<file path="config.mk">
export PLATFORM = sky130hd
export DESIGN_NAME = mem_access_ctrl
export DESIGN_NICKNAME = d
export VERILOG_FILES = /design/src/rtl/mem_pkg.sv /design/src/rtl/load_align_ext.sv /design/src/rtl/mem_access_ctrl.sv
export SDC_FILE = /design/constraint.sdc
export NUM_CORES = 1
export LEC_CHECK = 0
export CORE_MARGIN = 5
export CORE_UTILIZATION = 40
export DETAILED_ROUTE_END_ITERATION = 8
export PLACE_DENSITY = 0.73
export SLEW_MARGIN = 20
export SYNTH_ARGS = -nofsm -noshare
export SYNTH_HDL_FRONTEND = slang
export SYNTH_SLANG_ARGS = --single-unit
export TNS_END_PERCENT = 10
</file>
<file path="constraint.sdc">
create_clock -name clk -period 4.4 [get_ports clk]
set_input_delay 0.88 -clock clk [delete_from_list [all_inputs] [get_ports clk]]
set_output_delay 0.88 -clock clk [all_outputs]
set_load 0.005 [all_outputs]
</file>
<file path="src/rtl/mem_pkg.sv">
// Shared definitions for the MEM/WB data-memory access controller.
// Holds the RV32I load/store width codes, the controller state type and
// small helpers for op legality and store lane placement.
package mem_pkg;

  // Load width/sign codes
  localparam logic [2:0] F3_LB  = 3'b000;
  localparam logic [2:0] F3_LH  = 3'b001;
  localparam logic [2:0] F3_LW  = 3'b010;
  localparam logic [2:0] F3_LBU = 3'b100;
  localparam logic [2:0] F3_LHU = 3'b101;

  // Store width codes
  localparam logic [2:0] F3_SB  = 3'b000;
  localparam logic [2:0] F3_SH  = 3'b001;
  localparam logic [2:0] F3_SW  = 3'b010;

  typedef enum logic [1:0] {
    IDLE   = 2'd0,
    REQ    = 2'd1,
    WAIT_R = 2'd2
  } mac_state_e;

  // True when funct3 is a legal code for the op kind and the address is naturally aligned.
  function automatic logic op_ok(input logic is_store, input logic [2:0] funct3,
                                 input logic [1:0] lo);
    logic legal;
    logic aligned;
    if (is_store) begin
      legal = (funct3 == F3_SB) || (funct3 == F3_SH) || (funct3 == F3_SW);
    end else begin
      legal = (funct3 == F3_LB) || (funct3 == F3_LH) || (funct3 == F3_LW) ||
              (funct3 == F3_LBU) || (funct3 == F3_LHU);
    end
    case (funct3[1:0])
      2'b01:   aligned = !lo[0];
      2'b10:   aligned = (lo == 2'b00);
      default: aligned = 1'b1;
    endcase
    return legal && aligned;
  endfunction

  // Byte enables for a legal store.
  function automatic logic [3:0] store_be(input logic [2:0] funct3, input logic [1:0] lo);
    case (funct3)
      F3_SB:   return 4'b0001 << lo;
      F3_SH:   return lo[1] ? 4'b1100 : 4'b0011;
      default: return 4'b1111;
    endcase
  endfunction

  // Store data replicated so the active bytes sit on their enabled lanes.
  function automatic logic [31:0] store_wdata(input logic [2:0] funct3, input logic [31:0] wdata);
    case (funct3)
      F3_SB:   return {4{wdata[7:0]}};
      F3_SH:   return {2{wdata[15:0]}};
      default: return wdata;
    endcase
  endfunction

endpackage

</file>
<file path="src/rtl/load_align_ext.sv">
// Purpose: pick the addressed byte/half out of a read word and sign/zero-extend it.
// Latency: purely combinational, zero cycles.
// Backpressure: none; result follows inputs every cycle.
module load_align_ext
  import mem_pkg::*;
(
  input  logic [2:0]  funct3,
  input  logic [1:0]  lo,
  input  logic [31:0] rdata,
  output logic [31:0] result
);

  logic [7:0]  byte_sel;
  logic [15:0] half_sel;

  // Lane select followed by width-dependent extension
  always_comb begin
    byte_sel = rdata[8*lo +: 8];
    half_sel = lo[1] ? rdata[31:16] : rdata[15:0];
    case (funct3)
      F3_LB:   result = {{24{byte_sel[7]}}, byte_sel};
      F3_LH:   result = {{16{half_sel[15]}}, half_sel};
      F3_LBU:  result = {24'h0, byte_sel};
      F3_LHU:  result = {16'h0, half_sel};
      default: result = rdata;
    endcase
  end

endmodule

</file>
<file path="src/rtl/mem_access_ctrl.sv">
// Purpose: sequence one EX load/store at a time onto a req/gnt + rvalid data-memory port, then write back.
// Latency: load accept->wb_valid 3 cycles minimum; store accept->gnt 1 cycle minimum.
// Backpressure: ex_ready only in IDLE; dmem request held stable until dmem_gnt; loads abandoned after TIMEOUT.
module mem_access_ctrl
  import mem_pkg::*;
#(
  parameter int TIMEOUT = 16
) (
  input  logic        clk,
  input  logic        rst_n,
  input  logic        ex_valid,
  output logic        ex_ready,
  input  logic        ex_is_store,
  input  logic [2:0]  ex_funct3,
  input  logic [31:0] ex_addr,
  input  logic [31:0] ex_wdata,
  input  logic [4:0]  ex_rd_idx,
  output logic        dmem_req,
  input  logic        dmem_gnt,
  output logic        dmem_we,
  output logic [3:0]  dmem_be,
  output logic [31:0] dmem_addr,
  output logic [31:0] dmem_wdata,
  input  logic        dmem_rvalid,
  input  logic [31:0] dmem_rdata,
  output logic        wb_valid,
  output logic [4:0]  wb_rd_idx,
  output logic [31:0] wb_data,
  output logic        stall,
  output logic        misalign_err,
  output logic        timeout_err
);

  localparam int CW = $clog2(TIMEOUT + 1);
  localparam logic [CW-1:0] TO_VAL = CW'(TIMEOUT);

  mac_state_e    state;
  logic          op_is_store;
  logic [2:0]    op_funct3;
  logic [1:0]    op_lo;
  logic [4:0]    op_rd;
  logic [CW-1:0] cnt;
  logic [CW-1:0] cnt_nxt;
  logic [31:0]   load_res;
  logic          accept_ok;

  assign ex_ready  = (state == IDLE);
  assign stall     = (state != IDLE);
  assign cnt_nxt   = cnt + CW'(1);
  assign accept_ok = op_ok(ex_is_store, ex_funct3, ex_addr[1:0]);

  load_align_ext u_load_align_ext (
    .funct3 (op_funct3),
    .lo     (op_lo),
    .rdata  (dmem_rdata),
    .result (load_res)
  );

  // Controller FSM: op latch, memory request, read wait with timeout, registered WB/error strobes
  always_ff @(posedge clk) begin
    if (!rst_n) begin
      state        <= IDLE;
      op_is_store  <= 1'b0;
      op_funct3    <= 3'b000;
      op_lo        <= 2'b00;
      op_rd        <= 5'd0;
      cnt          <= '0;
      dmem_req     <= 1'b0;
      dmem_we      <= 1'b0;
      dmem_be      <= 4'h0;
      dmem_addr    <= 32'h0;
      dmem_wdata   <= 32'h0;
      wb_valid     <= 1'b0;
      wb_rd_idx    <= 5'd0;
      wb_data      <= 32'h0;
      misalign_err <= 1'b0;
      timeout_err  <= 1'b0;
    end else begin
      wb_valid     <= 1'b0;
      misalign_err <= 1'b0;
      timeout_err  <= 1'b0;
      case (state)
        IDLE: begin
          if (ex_valid) begin
            if (!accept_ok) begin
              // Dropped without touching the memory port
              misalign_err <= 1'b1;
            end else begin
              op_is_store <= ex_is_store;
              op_funct3   <= ex_funct3;
              op_lo       <= ex_addr[1:0];
              op_rd       <= ex_rd_idx;
              dmem_req    <= 1'b1;
              dmem_we     <= ex_is_store;
              dmem_addr   <= {ex_addr[31:2], 2'b00};
              dmem_be     <= ex_is_store ? store_be(ex_funct3, ex_addr[1:0]) : 4'hF;
              dmem_wdata  <= ex_is_store ? store_wdata(ex_funct3, ex_wdata) : 32'h0;
              state       <= REQ;
            end
          end
        end
        REQ: begin
          if (dmem_gnt) begin
            dmem_req <= 1'b0;
            if (op_is_store) begin
              state <= IDLE;
            end else begin
              cnt   <= '0;
              state <= WAIT_R;
            end
          end
        end
        WAIT_R: begin
          if (dmem_rvalid) begin
            // x0 loads finish the bus transfer but never write back
            if (op_rd != 5'd0) begin
              wb_valid  <= 1'b1;
              wb_rd_idx <= op_rd;
              wb_data   <= load_res;
            end
            state <= IDLE;
          end else if (cnt_nxt == TO_VAL) begin
            timeout_err <= 1'b1;
            state       <= IDLE;
          end else begin
            cnt <= cnt_nxt;
          end
        end
        default: state <= IDLE;
      endcase
    end
  end

endmodule
</file>
==> results of run 1 <==
==> final cells by class <==
| class | instances | area share [%] |
|---|---|---|
| Multi-Input combinational cell | 476 | 35.6 |
| Sequential cell | 125 | 28.5 |
| Timing Repair Buffer | 229 | 25.9 |
| Clock buffer | 23 | 5.33 |
| Tap cell | 184 | 2.62 |
| Clock inverter | 9 | 1.28 |
| Inverter | 16 | 0.684 |
==> flip-flops by register name, indices dropped and copies added, names as in the netlist <==
register / cells
dmem_wdata: 32
wb_data: 32
dmem_addr: 30
cnt: 5
op_rd: 5
wb_rd_idx: 5
dmem_be: 4
op_funct3: 3
op_lo: 2
state: 2
dmem_req: 1
misalign_err: 1
op_is_store: 1
timeout_err: 1
wb_valid: 1
==> synthesized netlist by cell type, types with 4 or more instances <==
cell type	n	share of area [%]
a211oi_1	16	2.0
a21oi_1	11	0.93
a221oi_1	9	1.3
a22o_1	9	1.3
a22oi_1	11	1.4
a32oi_1	4	0.59
buf_2	6	0.50
buf_4	8	1.0
buf_6	4	0.76
clkbuf_1	38	2.4
dfxtp_1	125	42
ha_1	4	0.84
inv_1	16	1.0
mux2_2	10	1.9
mux2i_1	83	14
nand2_1	161	10
nand2b_1	11	1.2
nand3_1	33	2.8
nand3_2	10	1.7
nand4_1	17	1.8
nor2_1	10	0.63
nor2b_1	5	0.53
nor3b_1	10	1.3
o21ai_0	12	1.0
o2bb2ai_1	15	2.2
==> cell usage in the layout, fill, tap and decap left out, types with 12 or more instances in the layout <==
| cell type | synthesis | routed |
|---|---|---|
| a211oi_1 | 16 | 16 |
| clkbuf_16 | 0 | 17 |
| clkdlybuf4s50_1 | 0 | 218 |
| dfxtp_1 | 125 | 125 |
| inv_1 | 16 | 16 |
| mux2i_1 | 83 | 83 |
| nand2_1 | 161 | 161 |
| nand3_1 | 33 | 33 |
| nand4_1 | 17 | 17 |
| o21ai_0 | 12 | 12 |
| o2bb2ai_1 | 15 | 15 |
==> power breakdown <==
group	total (W)	internal [W]	switching [W]	leakage, nW
clock	0.00137	0.000864	0.000508	0.270
combinational	0.000373	0.000210	0.000163	1.92
sequential	0.00119	0.00116	0.0000248	1.01
==> per-layer routing <==
layer | up-vias | routed length, µm | GRT usage, %
li1 | 2761 | - | -
met1 | 2583 | 8210 | 26.4
met2 | 175 | 8970 | 33.4
met3 | 34 | 878 | 4.01
met4 | 0 | 551 | 8.34
met5 | - | 0 | 0
==> logic make-up after synthesis <==
kind of cell | Yosys count
AND/OR/NAND/NOR | 273
flip-flops | 125
AO/OA/AOI/OAI | 104
multiplexers | 93
buffers and inverters | 73
adder cells (fa/ha/maj) | 4
other | 1
==> stage by stage <==
step	worst slack (ns)	instances	hold WS (ns)	util (%)
CTS	1.51	1062	0.449	60.4
global route	1.35	1062	0.463	60.4
detailed placement	1.11	1030	0.440	56.4
global placement	1.21	1030	0.439	56.4
floorplan	1.95	674	0.440	-
finish	1.52	1062	0.448	60.4
==> final timing paths <==
kind / depth (start not counted) / slack (ns) / startpoint / endpoint
setup / recovery: 8 / 1.52 / ex_funct3[1] / op_rd[3]
hold reg to reg: 2 / 0.45 / dmem_be[1] / dmem_be[1]
setup reg to reg: 4 / 1.79 / op_lo[1] / wb_data[1]
hold / removal: 2 / 0.45 / dmem_be[1] / dmem_be[1]
==> worst min-delay path, cell delays in order (launching register included) <==
cell	delay [ns]
dfxtp_1	0.31
nand2_1	0.05
a32oi_1	0.04
==> flow_metrics.py, run 1 <==
metrics = {
    "outcome": {
        "status": "completed",
    },
    "synthesis": {
        "synth_edf_count": 0,
        "ys_seq_area_share_pct": 42.1,
        "ys_warn_count": 0,
        "synth.avg_cell_area_um2": 8.84,
        "synth_compound_area_share_pct": 13.3,
        "synth_flop_cell": "dfxtp_1",
        "synthAdderAreaFrac_pct": 0.841,
        "synth_xor_area_share_pct": 0,
        "synth_top_family_by_area": "simple AND/OR/NAND/NOR gates",
        "synth.distinct_cells": 51,
        "ys_async_sr_fraction_pct": 0,
        "yosys.area_share.simple_pct": 22.2,
        "syn-instance-count": 673,
        "ys_ff_latch": 125,
        "synth_mux_area_share_pct": 15.9,
        "synth_area_um2": 5950,
    },
    "final_layout": {
        "drive_gt1_share_pct": 7.40,
        "regArea_um2": 2500,
        "design_area_um2": 8780,
        "fill_cells": 1288,
        "multi_input_area_um2": 3130,
        "area_delta_synth_final_pct": 47.6,
        "diodes": 0,
        "fin_nets": 979,
    },
    "pwr": {
        "p_per_area_nw_per_um2": 334,
        "power_w": 0.00293,
        "ir_drop_mv": 0.266,
        "power_leakage_nw": 3.20,
    },
    "sta": {
        "post-route-period-util_pct": 65.5,
        "fin_crit_ns": 2.88,
        "rsz0062_at_grt": "no",
        "tns_ns": 0,
        "finalMaxSlewViolations": 0,
        "slew_headroom_pct": 33.1,
        "finalHoldViolCount": 0,
        "fmax_mhz": 347,
        "setup_viol": 0,
        "worst_pin_slew_ns": 1.00,
        "finClkSkew_ns": 0.00862,
    },
    "floorplan": {
        "core_um2": 14500,
        "die_width_um": 132,
        "rows": 44,
        "initial_core_util_pct": 40.9,
        "dieHeight_um": 132,
        "ios": 222,
        "dieArea_um2": 17400,
    },
    "drt": {
        "drt-initial-drc-count": 423,
        "routedWlPerCell_um": 17.5,
        "post_drt_via_cell_ratio": 5.23,
        "num_vias": 5553,
        "firstDrtPassIters": 5,
        "routed_wl_um": 18600,
        "drtAntennaViolNets": 0,
        "drcViolationCount": 0,
    },
    "global_route": {
        "grt_pass1_vias": 5277,
        "overflow": 0,
        "grt_use_total_pct": 20.4,
        "grt_max_degree": 88,
        "antenna_found_initial": 0,
        "grt_first_pass_wirelength_um": 28900,
    },
    "critical_path": {
        "max_stage_delay_ns": 0.46,
        "startpoint_type": "input port",
        "path_class": "input port to flop",
        "critPathRequiredTime_ns": 4.74,
        "cp-end-kind": "flop",
        "critPathTopFamily": "buffers and inverters",
        "crit_chain": "clkdlybuf4s50_1 -> inv_1 -> ha_1 -> o21bai_1 -> a211o_1 -> a21oi_4 -> buf_12 -> mux2i_1",
        "crit_slowest_cell": "clkdlybuf4s50_1",
        "arrival_ns": 3.22,
        "worstPathMaxFanout": 56,
        "crit_buf_inv": 3,
    },
    "placement": {
        "place_hpwl_um": 13400,
        "port_buffers": 219,
        "gp_congestion": 0.828,
        "dpl_cell_area_um2": 8200,
    },
    "run": {
        "drv_cap": 0,
    },
    "clock_tree": {
        "clock-sinks": 125,
        "clkTransAtPathRegs_ns": 0.05,
        "clockBufferDepth": 2,
        "cts_hold_buf": 0,
        "cts_max_level": 4,
        "cts_resized": 0,
        "cts_setup_buffers": 0,
        "clk_latency_ns": 0.41,
        "root_buffer": "clkbuf_16",
        "cts_buffers": 17,
        "cts_tree": "yes",
    },
    "worst_hold_path": {
        "min-delay-path-class": "flop to flop",
    },
}
(Power assumes the default switching activity.)
==> run 2: changes to the inputs <==
==> constraint.sdc (replaced) <==
create_clock -name clk -period 2.9 [get_ports clk]
set_input_delay 0.58 -clock clk [delete_from_list [all_inputs] [get_ports clk]]
set_output_delay 0.58 -clock clk [all_outputs]
set_load 0.005 [all_outputs]
==> flow_metrics.py, run 2 (same netlist as run 1, synthesis figures left out) <==
metrics = {
    "outcome": {
        "status": "completed",
    },
    "worst_hold_path": {
        "min-delay-path-class": "flop to flop",
        "whs_path_depth": 2,
        "worstHoldStart": "dmem_addr[24]",
        "hold_path_end": "dmem_addr[24]",
    },
    "final_layout": {
        "reg_top3": "dmem_wdata (32), wb_data (32), dmem_addr (30)",
        "final_common_cell": "clkdlybuf4s50_1",
        "area_delta_synth_final_pct": 50.4,
        "diodes": 0,
        "drive_gt1_share_pct": 8.97,
        "instances_no_fill": 1076,
        "design_area_um2": 8950,
        "fin_nets": 993,
        "final_cell_mix": "clkdlybuf4s50_1 (218), nand2_1 (161), dfxtp_1 (125)",
    },
    "clock_tree": {
        "cts_resized": 0,
        "clockBufferDepth": 2,
        "cts_max_level": 4,
        "cts_setup_buffers": 0,
        "clkTransAtPathRegs_ns": 0.06,
        "root_buffer": "clkbuf_16",
        "clock-sinks": 125,
        "clk_latency_ns": 0.41,
        "cts_hold_buf": 0,
        "cts_buffers": 17,
        "cts_tree": "yes",
    },
    "sta": {
        "tns_ns": 0,
        "whs_ns": 0.454,
        "finalMaxSlewViolations": 0,
        "finClkSkew_ns": 0.00781,
        "rsz0062_at_grt": "no",
        "post-route-period-util_pct": 77.9,
        "finalHoldViolCount": 0,
        "fmax_mhz": 442,
        "worst_pin_slew_ns": 0.840,
        "fin_crit_ns": 2.26,
        "setup_viol": 0,
        "slew_headroom_pct": 44.0,
    },
    "critical_path": {
        "reg2reg_from": "op_rd[0]",
        "worstReg2RegEnd": "wb_data[18]",
        "rrSetupSlack_ns": 0.74,
        "critPathTopFamily": "buffers and inverters",
        "cpMostUsedCell": "buf_12",
        "crit_chain": "clkdlybuf4s50_1 -> inv_1 -> ha_1 -> o21bai_1 -> a211o_1 -> a21oi_4 -> buf_12 -> buf_12 -> mux2i_1",
        "crit_slowest_cell": "clkdlybuf4s50_1",
        "rr_worst_depth": 5,
        "startpoint_type": "input port",
        "crit_buf_inv": 4,
        "path_class": "input port to flop",
        "arrival_ns": 2.60,
        "critPathRequiredTime_ns": 3.24,
        "worstPathMaxFanout": 33,
        "max_stage_delay_ns": 0.45,
        "cp-end-kind": "flop",
        "critPathLaunch": "ex_funct3[1]",
    },
    "pwr": {
        "power_w": 0.00447,
        "power_leakage_nw": 3.30,
        "p_per_area_nw_per_um2": 499,
        "ir_drop_mv": 0.521,
    },
    "global_route": {
        "grt_pass1_vias": 5569,
        "antenna_found_initial": 0,
        "grt_max_degree": 92,
        "overflow": 0,
        "grt_use_total_pct": 21.2,
        "grt_first_pass_wirelength_um": 30100,
    },
    "drt": {
        "drtAntennaViolNets": 0,
        "drt-initial-drc-count": 473,
        "routed_wl_um": 18800,
        "firstDrtPassIters": 5,
        "post_drt_via_cell_ratio": 5.17,
        "num_vias": 5568,
        "routedWlPerCell_um": 17.5,
        "drcViolationCount": 0,
    },
    "placement": {
        "port_buffers": 219,
        "placed_cells": 1044,
        "gp_congestion": 0.839,
        "place_hpwl_um": 13500,
        "dpl_cell_area_um2": 8370,
    },
    "floorplan": {
        "core_um2": 14500,
        "rows": 44,
        "ios": 222,
        "dieHeight_um": 132,
        "die_width_um": 132,
        "dieArea_um2": 17400,
        "initial_core_util_pct": 40.9,
    },
    "run": {
        "drv_cap": 0,
    },
}
## run 2: metrics by stage
step	worst slack, ns	utilization [%]
3_3_place_gp	0.277	57.6
2_1_floorplan	0.750	-
6_report	0.640	61.6
3_5_place_dp	0.218	57.6
4_1_cts	0.650	61.6
5_1_grt	0.538	61.6
## run 2: per-layer routing
metal / global-route usage, % / wire (µm)
met5: 0 / 0
met4: 8.06 / 507
met3: 4.73 / 810
met2: 33.4 / 8960
met1: 28.4 / 8510
## run 2: how the worst max path moves through the flow
| stage | end | slack [ns] | cells past startpoint |
|---|---|---|---|
| after global routing | dmem_wdata[16] | 0.54 | 9 |
| after floorplan | dmem_wdata[23] | 0.75 | 8 |
| final | dmem_addr[29] | 0.64 | 9 |
| after CTS | dmem_addr[29] | 0.65 | 9 |
| after global placement | dmem_req | 0.28 | 9 |
| after detailed placement | dmem_addr[10] | 0.22 | 9 |
## run 2: tightest hold or removal path, stage by stage, from the launching register on
cell     delay (ns)
dfxtp_1        0.31
nand2_1        0.05
mux2i_1        0.05
## run 2: power breakdown
part | leakage [nW] | switching (W) | internal [W]
clock network | 0.276 | 0.000772 | 0.00131
logic | 2.01 | 0.000259 | 0.000335
registers | 1.01 | 0.0000300 | 0.00176
## run 2: final cells by class
class / instances / area [µm²]
tap: 184 / 230
timing repair buffer: 243 / 2440
inverter: 16 / 60.1
fill: 1269 / 5590
clock inverter: 10 / 115
sequential: 125 / 2500
multi-input combinational: 476 / 3130
clock buffer: 22 / 464
